`config.mk`:
```
export PLATFORM = sky130hd
export DESIGN_NAME = maxpool_stream
export DESIGN_NICKNAME = d
export VERILOG_FILES = /design/src/rtl/maxpool_stream.sv
export SDC_FILE = /design/constraint.sdc
export NUM_CORES = 1
export LEC_CHECK = 0
export ABC_CLOCK_PERIOD_IN_PS = 6350
export BUFFER_PORTS_ARGS = -buffer_cell sky130_fd_sc_hd__buf_2
export CAP_MARGIN = 15
export CORE_UTILIZATION = 55
export CTS_CLUSTER_SIZE = 28
export DETAILED_ROUTE_END_ITERATION = 12
export GPL_ROUTABILITY_DRIVEN = 1
export PLACE_DENSITY = 0.72
export SLEW_MARGIN = 20
export SYNTH_ARGS = -nofsm -noshare
export SYNTH_HDL_FRONTEND = slang
export SYNTH_SLANG_ARGS = --single-unit
```
`constraint.sdc`:
```
create_clock -name clk -period 6.35 [get_ports clk]
set_input_delay 0.9525 -clock clk [delete_from_list [all_inputs] [get_ports clk]]
set_output_delay 0.9525 -clock clk [all_outputs]
set_load 0.01 [all_outputs]
```
`src/rtl/maxpool_stream.sv`:
```
// maxpool_stream: streaming 2x2 / stride-2 pooling (signed max or floor average) over raster pixels.
// Latency: pooled pixel is valid the cycle after the accepting edge of the window's bottom-right beat.
// Backpressure: single output register, no skid; in_ready = !out_valid || out_ready stalls every beat.
module maxpool_stream #(
  parameter int BITWIDTH = 16,
  parameter int CHANNELS = 2,
  parameter int IN_W     = 28,
  parameter int IN_H     = 28,
  parameter int MODE     = 0
) (
  input  logic                         clk,
  input  logic                         rst_n,
  input  logic                         clear,
  input  logic                         in_valid,
  output logic                         in_ready,
  input  logic [CHANNELS*BITWIDTH-1:0] in_data,
  output logic                         out_valid,
  input  logic                         out_ready,
  output logic [CHANNELS*BITWIDTH-1:0] out_data,
  output logic                         frame_done
);

  localparam int DW    = CHANNELS * BITWIDTH;
  localparam int AW    = BITWIDTH + 2;
  localparam int LW    = (MODE == 1) ? AW : BITWIDTH;
  localparam int LBW   = CHANNELS * LW;
  localparam int LB_N  = (IN_W >= 2) ? IN_W / 2 : 1;
  localparam int COL_W = (IN_W > 2) ? $clog2(IN_W) : 1;
  localparam int ROW_W = (IN_H > 2) ? $clog2(IN_H) : 1;
  localparam int LB_AW = (LB_N > 1) ? $clog2(LB_N) : 1;

  // Geometry and mode sanity: odd dimensions would leave half-windows at the map edge.
  if ((IN_W % 2) != 0 || IN_W < 2) begin : g_bad_in_w
    $error("maxpool_stream: IN_W must be even and at least 2");
  end
  if ((IN_H % 2) != 0 || IN_H < 2) begin : g_bad_in_h
    $error("maxpool_stream: IN_H must be even and at least 2");
  end
  if (MODE != 0 && MODE != 1) begin : g_bad_mode
    $error("maxpool_stream: MODE must be 0 (max) or 1 (average)");
  end

  // Frame position and the even-column sample waiting for its right-hand neighbour.
  logic [COL_W-1:0] col_q, col_d;
  logic [ROW_W-1:0] row_q, row_d;
  logic [DW-1:0]    hold_q, hold_d;

  // Output stage; out_last_q marks the bottom-right pooled pixel of the frame.
  logic             out_valid_q, out_valid_d;
  logic [DW-1:0]    out_data_q, out_data_d;
  logic             out_last_q, out_last_d;

  // Half-row line buffer: one horizontally combined pair per output column.
  logic [LBW-1:0]   lb_q [LB_N];
  logic [LB_AW-1:0] lb_idx;
  logic [LBW-1:0]   lb_rd;

  // Combine results for the current beat.
  logic [LBW-1:0]   pair_val;
  logic [DW-1:0]    quad_val;

  logic accept;
  logic col_odd;
  logic row_odd;
  logic last_col;
  logic last_row;
  logic load;
  logic lb_we;
  logic drain;

  // Handshake and position decode; clear wins over a simultaneous beat, which is dropped.
  always_comb begin
    in_ready = !out_valid_q || out_ready;
    accept   = in_valid && in_ready && !clear;
    col_odd  = col_q[0];
    row_odd  = row_q[0];
    last_col = (col_q == COL_W'(IN_W - 1));
    last_row = (row_q == ROW_W'(IN_H - 1));
    load     = accept && col_odd && row_odd;
    lb_we    = accept && col_odd && !row_odd;
    drain    = out_valid_q && out_ready;
    lb_idx   = LB_AW'(col_q >> 1);
    lb_rd    = lb_q[lb_idx];
  end

  if (MODE == 1) begin : g_avg
    function automatic logic signed [AW-1:0] sx(input logic signed [BITWIDTH-1:0] v);
      return AW'(v);
    endfunction

    logic signed [AW-1:0] quad_sum;

    // Average: pair sum kept at full width in the line buffer; four-sample sum shifted right by 2
    // (floor). The 4-sample sum always fits in BITWIDTH+2 bits, so the truncated result cannot wrap.
    always_comb begin
      pair_val = '0;
      quad_val = '0;
      quad_sum = '0;
      for (int c = 0; c < CHANNELS; c++) begin
        pair_val[c*AW +: AW] = sx(hold_q[c*BITWIDTH +: BITWIDTH]) + sx(in_data[c*BITWIDTH +: BITWIDTH]);
        quad_sum = sx(hold_q[c*BITWIDTH +: BITWIDTH]) + sx(in_data[c*BITWIDTH +: BITWIDTH])
                   + $signed(lb_rd[c*AW +: AW]);
        quad_val[c*BITWIDTH +: BITWIDTH] = quad_sum[AW-1:2];
      end
    end
  end else begin : g_max
    function automatic logic signed [BITWIDTH-1:0] smax(input logic signed [BITWIDTH-1:0] a,
                                                        input logic signed [BITWIDTH-1:0] b);
      return (a > b) ? a : b;
    endfunction

    logic signed [BITWIDTH-1:0] pair_max;

    // Max: horizontal pair max goes to the line buffer; the odd row folds in the stored pair.
    always_comb begin
      pair_val = '0;
      quad_val = '0;
      pair_max = '0;
      for (int c = 0; c < CHANNELS; c++) begin
        pair_max = smax(hold_q[c*BITWIDTH +: BITWIDTH], in_data[c*BITWIDTH +: BITWIDTH]);
        pair_val[c*BITWIDTH +: BITWIDTH] = pair_max;
        quad_val[c*BITWIDTH +: BITWIDTH] = smax(pair_max, lb_rd[c*BITWIDTH +: BITWIDTH]);
      end
    end
  end

  // Raster counters advance only on accepted beats; even columns park the beat in the hold register.
  always_comb begin
    col_d  = col_q;
    row_d  = row_q;
    hold_d = hold_q;
    if (clear) begin
      col_d  = '0;
      row_d  = '0;
      hold_d = '0;
    end else if (accept) begin
      if (!col_odd) begin
        hold_d = in_data;
      end
      if (last_col) begin
        col_d = '0;
        row_d = last_row ? '0 : row_q + ROW_W'(1);
      end else begin
        col_d = col_q + COL_W'(1);
      end
    end
  end

  // Output register: a new result wins over a same-cycle drain; clear discards any pending result.
  always_comb begin
    out_valid_d = out_valid_q;
    out_data_d  = out_data_q;
    out_last_d  = out_last_q;
    if (clear) begin
      out_valid_d = 1'b0;
      out_data_d  = '0;
      out_last_d  = 1'b0;
    end else if (load) begin
      out_valid_d = 1'b1;
      out_data_d  = quad_val;
      out_last_d  = last_row && last_col;
    end else if (drain) begin
      out_valid_d = 1'b0;
    end
  end

  // Frame-done is tied to the downstream handshake of the final pooled pixel, never to a discarded one.
  always_comb begin
    out_valid  = out_valid_q;
    out_data   = out_data_q;
    frame_done = drain && out_last_q && !clear;
  end

  // State registers; reset mid-frame behaves like clear.
  always_ff @(posedge clk or negedge rst_n) begin
    if (!rst_n) begin
      col_q       <= '0;
      row_q       <= '0;
      hold_q      <= '0;
      out_valid_q <= 1'b0;
      out_data_q  <= '0;
      out_last_q  <= 1'b0;
    end else begin
      col_q       <= col_d;
      row_q       <= row_d;
      hold_q      <= hold_d;
      out_valid_q <= out_valid_d;
      out_data_q  <= out_data_d;
      out_last_q  <= out_last_d;
    end
  end

  // Line buffer storage; contents are don't-care after reset or clear since row 0 rewrites them.
  always_ff @(posedge clk) begin
    if (lb_we) begin
      lb_q[lb_idx] <= pair_val;
    end
  end

endmodule

```
==> out/metrics.csv, run 1 <==
metric,value,unit
status,finished clean,
worst path required time,6.85,ns
total CTS buffers,53,
synthesized area,0.02273,mm2
Final HPWL DP,31940,um
count of final hold-check violations,0,
worst rel slew slack,0.2698,
Die ar.,0.04215,mm2
Final Cycle Share,0.8944,
type of element capturing the critical path,flop,
number of synthesized flops with an enable pin,448,
worst hold margin,0.4439,ns
I/O pins,72,
CTS tree,built,
worst r2r path cells,16,
startpoint types,primary input,
layout net count,1608,
Met2 Routed Length,24760,um
Detail Route Antenna Nets,0,
Post-CTS Setup Inserts,0,
number of port buffers,71,
vias per cell,6.477,
top_reg_cell synth,edfxtp_1,
Initial Util,0.5568,
post-layout util,0.6258,
synthesis warning total,0,
Top Layer Used,met4,
core area,0.04083,mm2
crit path kind,in -> reg,
Yosys reg bits,524,
pwr dens,299.4,mW/mm2
DRC viols,0,
clock sink total,524,
Max-Cap Viols,0,
final setup fails,0,
Synth async-reset ratio,0.1450,
num rows,74,
sequential-to-total area share from yosys stat,0.6754,
Metal-1 WL,22730,um
Clock Skew,0.02103,ns
post-CTS sizing,0,
hold buffers post-CTS,0,
Final Power,7.651,mW
Avg WL per Cell,26.03,um
routed wire length,54160,um
synth unique cells,62,
DIE WIDTH,205.3,um
Vert. Die Dim,205.3,um
maximum clock path buffer count,3,
CTS H-tree depth,2,
Slew Limit Fails,0,
min cycle time layout,5.680,ns
clock insertion delay at the later pin of the skew report,0.58,ns
vias in the first global route,13310,
Root Buffer,clkbuf_16,
total grt overflow,0,
clock transition at the registers of the reported paths,0.06,ns
diodes inserted,0,
worst slew pin tran,1.095,ns
Max Clock Freq,176.1,MHz
crit path DAT,6.18,ns
largest net degree at the start of global routing,77,
initial drt markers,1355,
gpl congestion,0.8937,
1st-pass router iterations,5,
LEAKAGE,9.117,nW
first-pass GRT wire length,81560,um
Peak supply drop,0.0002186,V
GRT Total Usage,0.2637,
Post-Synthesis Cells,1426,
initial antenna violation count,0,
"critical path fanouts, max",29,
DR vias,13480,
setup TNS,0,ns
min-delay worst type,in -> async,
"Net Count, Synth",1527,
met3 WL post-DR,5625,um
Post-Syn Area per Cell,15.94,um2
synthesis-to-layout area growth,12.39,%
RSZ-0062 raised after global routing,false,
layout cells sized above 1,0.2247,
## synth_stat cells (all sizes together) (2+ instances only)
master / instances / area (um2)
a21o: 6 / 45.04
o22ai: 3 / 18.77
o211ai: 2 / 15.01
and4: 3 / 27.53
and4b: 3 / 30.03
clkbuf: 48 / 244.0
nor3: 10 / 50.05
nand4: 11 / 75.07
nand2: 125 / 469.2
mux2: 33 / 371.6
a211oi: 4 / 30.03
mux2i: 34 / 340.3
nand2b: 7 / 43.79
a22o: 32 / 280.3
a311o: 2 / 20.02
or3: 4 / 30.03
and3: 5 / 31.28
a21boi: 2 / 15.02
nor3b: 2 / 15.01
o311ai: 15 / 131.4
nor2b: 5 / 31.28
buf: 36 / 172.7
dfrtp: 76 / 1902
nand3: 57 / 285.3
or4: 16 / 120.1
ha: 64 / 800.8
edfxtp: 448 / 13450
nor2: 35 / 131.4
a32oi: 15 / 131.4
o21a: 3 / 22.52
and2: 4 / 25.02
nor4: 5 / 31.28
nand4b: 3 / 26.28
o21bai: 3 / 22.52
mux4: 98 / 2207
inv: 43 / 161.4
a41oi: 3 / 33.79
nand3b: 18 / 135.1
o21ai: 43 / 215.2
a31oi: 2 / 12.51
a21oi: 88 / 440.4
or2: 2 / 12.51
## through the flow
stage / instances / cell area [um2] / setup WS, ns
after global routing: 2081 / 25550 / 0.3481
after global placement: 1983 / 23790 / 0.4210
after floorplan: 1426 / 22730 / 0.6682
final: 2081 / 25550 / 0.6702
after detailed placement: 1984 / 23820 / 0.1628
after CTS: 2081 / 25550 / 0.7580
## layout make-up
| class | count | area [um2] |
|---|---|---|
| clock inverters | 24 | 259.0 |
| multi-input cells | 775 | 6910 |
| flip-flops and latches | 524 | 15360 |
| inverters | 43 | 161.4 |
| clock buffers | 73 | 1473 |
| repair buffers | 110 | 716.9 |
| well taps | 532 | 665.6 |
| fillers | 2888 | 15280 |
## per-layer routing
| metal | vias to the layer above | track usage |
|---|---|---|
| li1 | 5816 | - |
| met1 | 6862 | 0.3909 |
| met2 | 721 | 0.4031 |
| met3 | 79 | 0.05401 |
| met4 | 0 | 0.06508 |
| met5 | - | 0 |
## flip-flops by register name, indices dropped and copies added (netlist names)
register	count
col_q	5
hold_q	32
lb_q	448
out_data	32
row_q	5
out_last_q	1
out_valid	1
## report_power, final
part	switching [mW]	internal (mW)	total [mW]
clock network	1.27	1.82	3.10
logic	0.447	0.230	0.677
registers	0.0239	3.85	3.88
## critical path, stage by stage
cell	delay [ns]
buf_2	0.11
inv_1	0.04
ha_1	0.41
nand4_2	0.20
or4_1	0.53
a21o_1	0.22
and4_2	0.24
o21ai_1	0.16
buf_4	0.25
mux2_2	0.51
ha_1	0.35
and3_1	0.15
nand3_1	0.10
nor4_1	0.55
o22ai_1	0.22
or3_4	0.56
or4_1	0.53
nand3_1	0.11
## final timing paths
| kind | start | end | slack, ns |
|---|---|---|---|
| max | in_data[15] | out_data[13] | 0.67 |
| max in group asynchronous | rst_n | col_q[1] | 5.24 |
| max reg2reg | hold_q[15] | out_data[13] | 0.79 |
| min | rst_n | hold_q[24] | 0.44 |
| min in group clk | out_last_q | out_last_q | 0.52 |
| min reg2reg | out_last_q | out_last_q | 0.52 |
## cells in the final DEF, fill, tap and decap left out, drive strengths merged, types with 7 or more instances in the layout
cell / n
a21oi: 88
a22o: 32
a32oi: 15
buf: 110
clkbuf: 73
clkinv: 15
dfrtp: 76
edfxtp: 448
ha: 64
inv: 45
mux2: 33
mux2i: 34
mux4: 98
nand2: 125
nand2b: 7
nand3: 57
nand3b: 18
nand4: 11
nor2: 35
nor3: 10
o21ai: 43
o311ai: 15
or4: 16
## cell families after synthesis
logic type                 synth area share
AOI/OAI and AO/OA                   0.06572
xor gates and xnor gates          0.0003853
adders and majority gates           0.03522
buffers and inverters               0.02543
DFF                                  0.6754
muxes                                0.1284
and+or+nand+nor                     0.06940
No activity file was read; power rests on OpenSTA's default activity.
==> run 2, diff against run 1 <==
--- a/config.mk
+++ b/config.mk
@@ -5,13 +5,14 @@
 export SDC_FILE = /design/constraint.sdc
 export NUM_CORES = 1
 export LEC_CHECK = 0
-export ABC_CLOCK_PERIOD_IN_PS = 6350
+export ABC_CLOCK_PERIOD_IN_PS = 6000
 export BUFFER_PORTS_ARGS = -buffer_cell sky130_fd_sc_hd__buf_2
 export CAP_MARGIN = 15
 export CORE_UTILIZATION = 55
 export CTS_CLUSTER_SIZE = 28
 export DETAILED_ROUTE_END_ITERATION = 12
 export GPL_ROUTABILITY_DRIVEN = 1
+export MAX_ROUTING_LAYER = met4
 export PLACE_DENSITY = 0.72
 export SLEW_MARGIN = 20
 export SYNTH_ARGS = -nofsm -noshare
==> constraint.sdc (replaced) <==
create_clock -name clk -period 6 [get_ports clk]
set_input_delay 0.9 -clock clk [delete_from_list [all_inputs] [get_ports clk]]
set_output_delay 0.9 -clock clk [all_outputs]
set_load 0.01 [all_outputs]
==> out/metrics.csv, run 2 (synthesis results as in run 1) <==
metric,value,unit
total grt overflow,0,
critical path depth in cells,17,
worst setup margin,0.4865,ns
number of port buffers,71,
initial drt markers,1250,
Storage cell area,0.01536,mm2
DR vias,13420,
Slew Limit Fails,0,
Detail Route Antenna Nets,0,
Place WS,0.02528,ns
Max Clock Freq,181.4,MHz
routed wire length,54280,um
max reg flops,448,
setup TNS,0,ns
clock transition at the registers of the reported paths,0.06,ns
post-CTS sizing,0,
num rows,74,
Final Power,8.115,mW
Peak supply drop,0.0002485,V
crit path kind,in -> reg,
min cycle time layout,5.513,ns
Die ar.,0.04215,mm2
worst rel slew slack,0.2391,
"CP delay by family, top",simple AND/OR/NAND/NOR gates,
clock insertion delay at the later pin of the skew report,0.60,ns
crit-path cells,"buf_2, inv_1, ha_1, nand4_2, or4_1, a21o_1, and4_2, o21ai_1, buf_4, mux2_2, ha_1, nand4_1, nor4_1, o22ai_1, or3_4, or4_1, nand3_1",
fill cell count,2873,
status,finished clean,
vias in the first global route,13300,
I/O pins,72,
Critical path buffers and inverters,3,
Clock Skew,0.02898,ns
worst slew pin tran,1.139,ns
"critical path fanouts, max",29,
DIE WIDTH,205.3,um
"most common cell after layout, fill and taps aside",edfxtp_1,
RR Startpoint,hold_q[15],
largest register by flop count,lb_q,
most frequent cells in the layout,"edfxtp_1, nand2_1, mux4_2",
post-route cell area,0.02561,mm2
final setup fails,0,
Final Cycle Share,0.9189,
area of the multi-input gates,0.006905,mm2
Post-CTS Setup Inserts,0,
clock sink total,524,
pwr dens,316.9,mW/mm2
layout net count,1611,
Initial Util,0.5568,
layout cells sized above 1,0.2299,
cell total after placement,1987,
min-delay worst type,in -> async,
gpl congestion,0.8246,
final non-filler cell total,2088,
startpoint types,primary input,
Avg WL per Cell,25.99,um
Vert. Die Dim,205.3,um
Final HPWL DP,31510,um
maximum clock path buffer count,3,
CTS tree,built,
CP max stage cell,nor4_1,
instance area at placement,0.02384,mm2
1st-pass router iterations,7,
vias per cell,6.426,
capturing point of the worst reg2reg path,out_data[8],
CP max stage delay,0.58,ns
LEAKAGE,9.159,nW
DRC viols,0,
RSZ-0062 raised after global routing,false,
CTS H-tree depth,2,
Max-Cap Viols,0,
synthesis-to-layout area growth,12.64,%
count of final hold-check violations,0,
worst r2r path cells,15,
type of element capturing the critical path,flop,
worst path required time,6.51,ns
crit path DAT,6.02,ns
Reg2Reg Setup Slack,0.52,ns
hold buffers post-CTS,0,
initial antenna violation count,2,
core area,0.04083,mm2
first-pass GRT wire length,81700,um
GRT Total Usage,0.2744,
largest net degree at the start of global routing,61,
Root Buffer,clkbuf_16,
total CTS buffers,52,
## run 2: cell types whose count changed in the layout (fill, tap and decap cells not counted), moves of 3 or more
| cell | delta |
|---|---|
| clkbuf_1 | -6 |
| diode_2 | +3 |
| clkinv_2 | +5 |
| buf_4 | +4 |
## run 2: worst max path at each step
| stage | endpoint | slack [ns] | startpoint |
|---|---|---|---|
| after floorplan | out_data[13] | 0.37 | in_data[15] |
| after global routing | out_data[14] | 0.12 | in_data[15] |
| final | out_data[8] | 0.49 | in_data[15] |
| after global placement | out_data[5] | 0.11 | in_data[15] |
| after detailed placement | out_data[8] | 0.03 | in_data[15] |
| after CTS | out_data[8] | 0.57 | in_data[15] |
## run 2: worst register-to-register path: cells and delay by family, from the launching register on
kind            cells  cell delay [ns]
simple gates        8             2.86
flops               1             0.40
fa+ha+maj           2             0.80
buf+inv             1             0.24
mux                 1             0.50
compound gates      3             0.60
## run 2: stage by stage
stage          hold slack [ns]    util
3_3_place_gp            0.5016  0.5832
3_5_place_dp            0.5087  0.5838
6_report                0.2853  0.6271
5_1_grt                 0.3192  0.6271
4_1_cts                 0.2910  0.6264
2_1_floorplan           0.4902       -
## run 2: final cells by class
cell class              count  share of cell area
well taps                 532             0.02600
multi-input cells         775              0.2697
diodes                      3           0.0002932
flip-flops and latches    524              0.6000
inverters                  43            0.006303
repair buffers            114             0.02981
clock inverters            30             0.01124
clock buffers              67             0.05663
## run 2: per-layer routing
layer | vias to the layer above | track usage | share of wire
met1 | 6817 | 0.3937 | 0.42
met3 | 90 | 0.06414 | 0.10
met2 | 682 | 0.4006 | 0.45
met4 | 0 | 0.06508 | 0.020
met5 | - | - | 0
li1 | 5828 | - | -
## run 2: where the power goes
group	internal (mW)	switching (mW)	leakage (nW)	total, mW
clock	1.92	1.37	0.854	3.29
combinational	0.250	0.473	3.20	0.723
sequential	4.08	0.0282	5.11	4.11
total	6.25	1.87	9.16	8.12
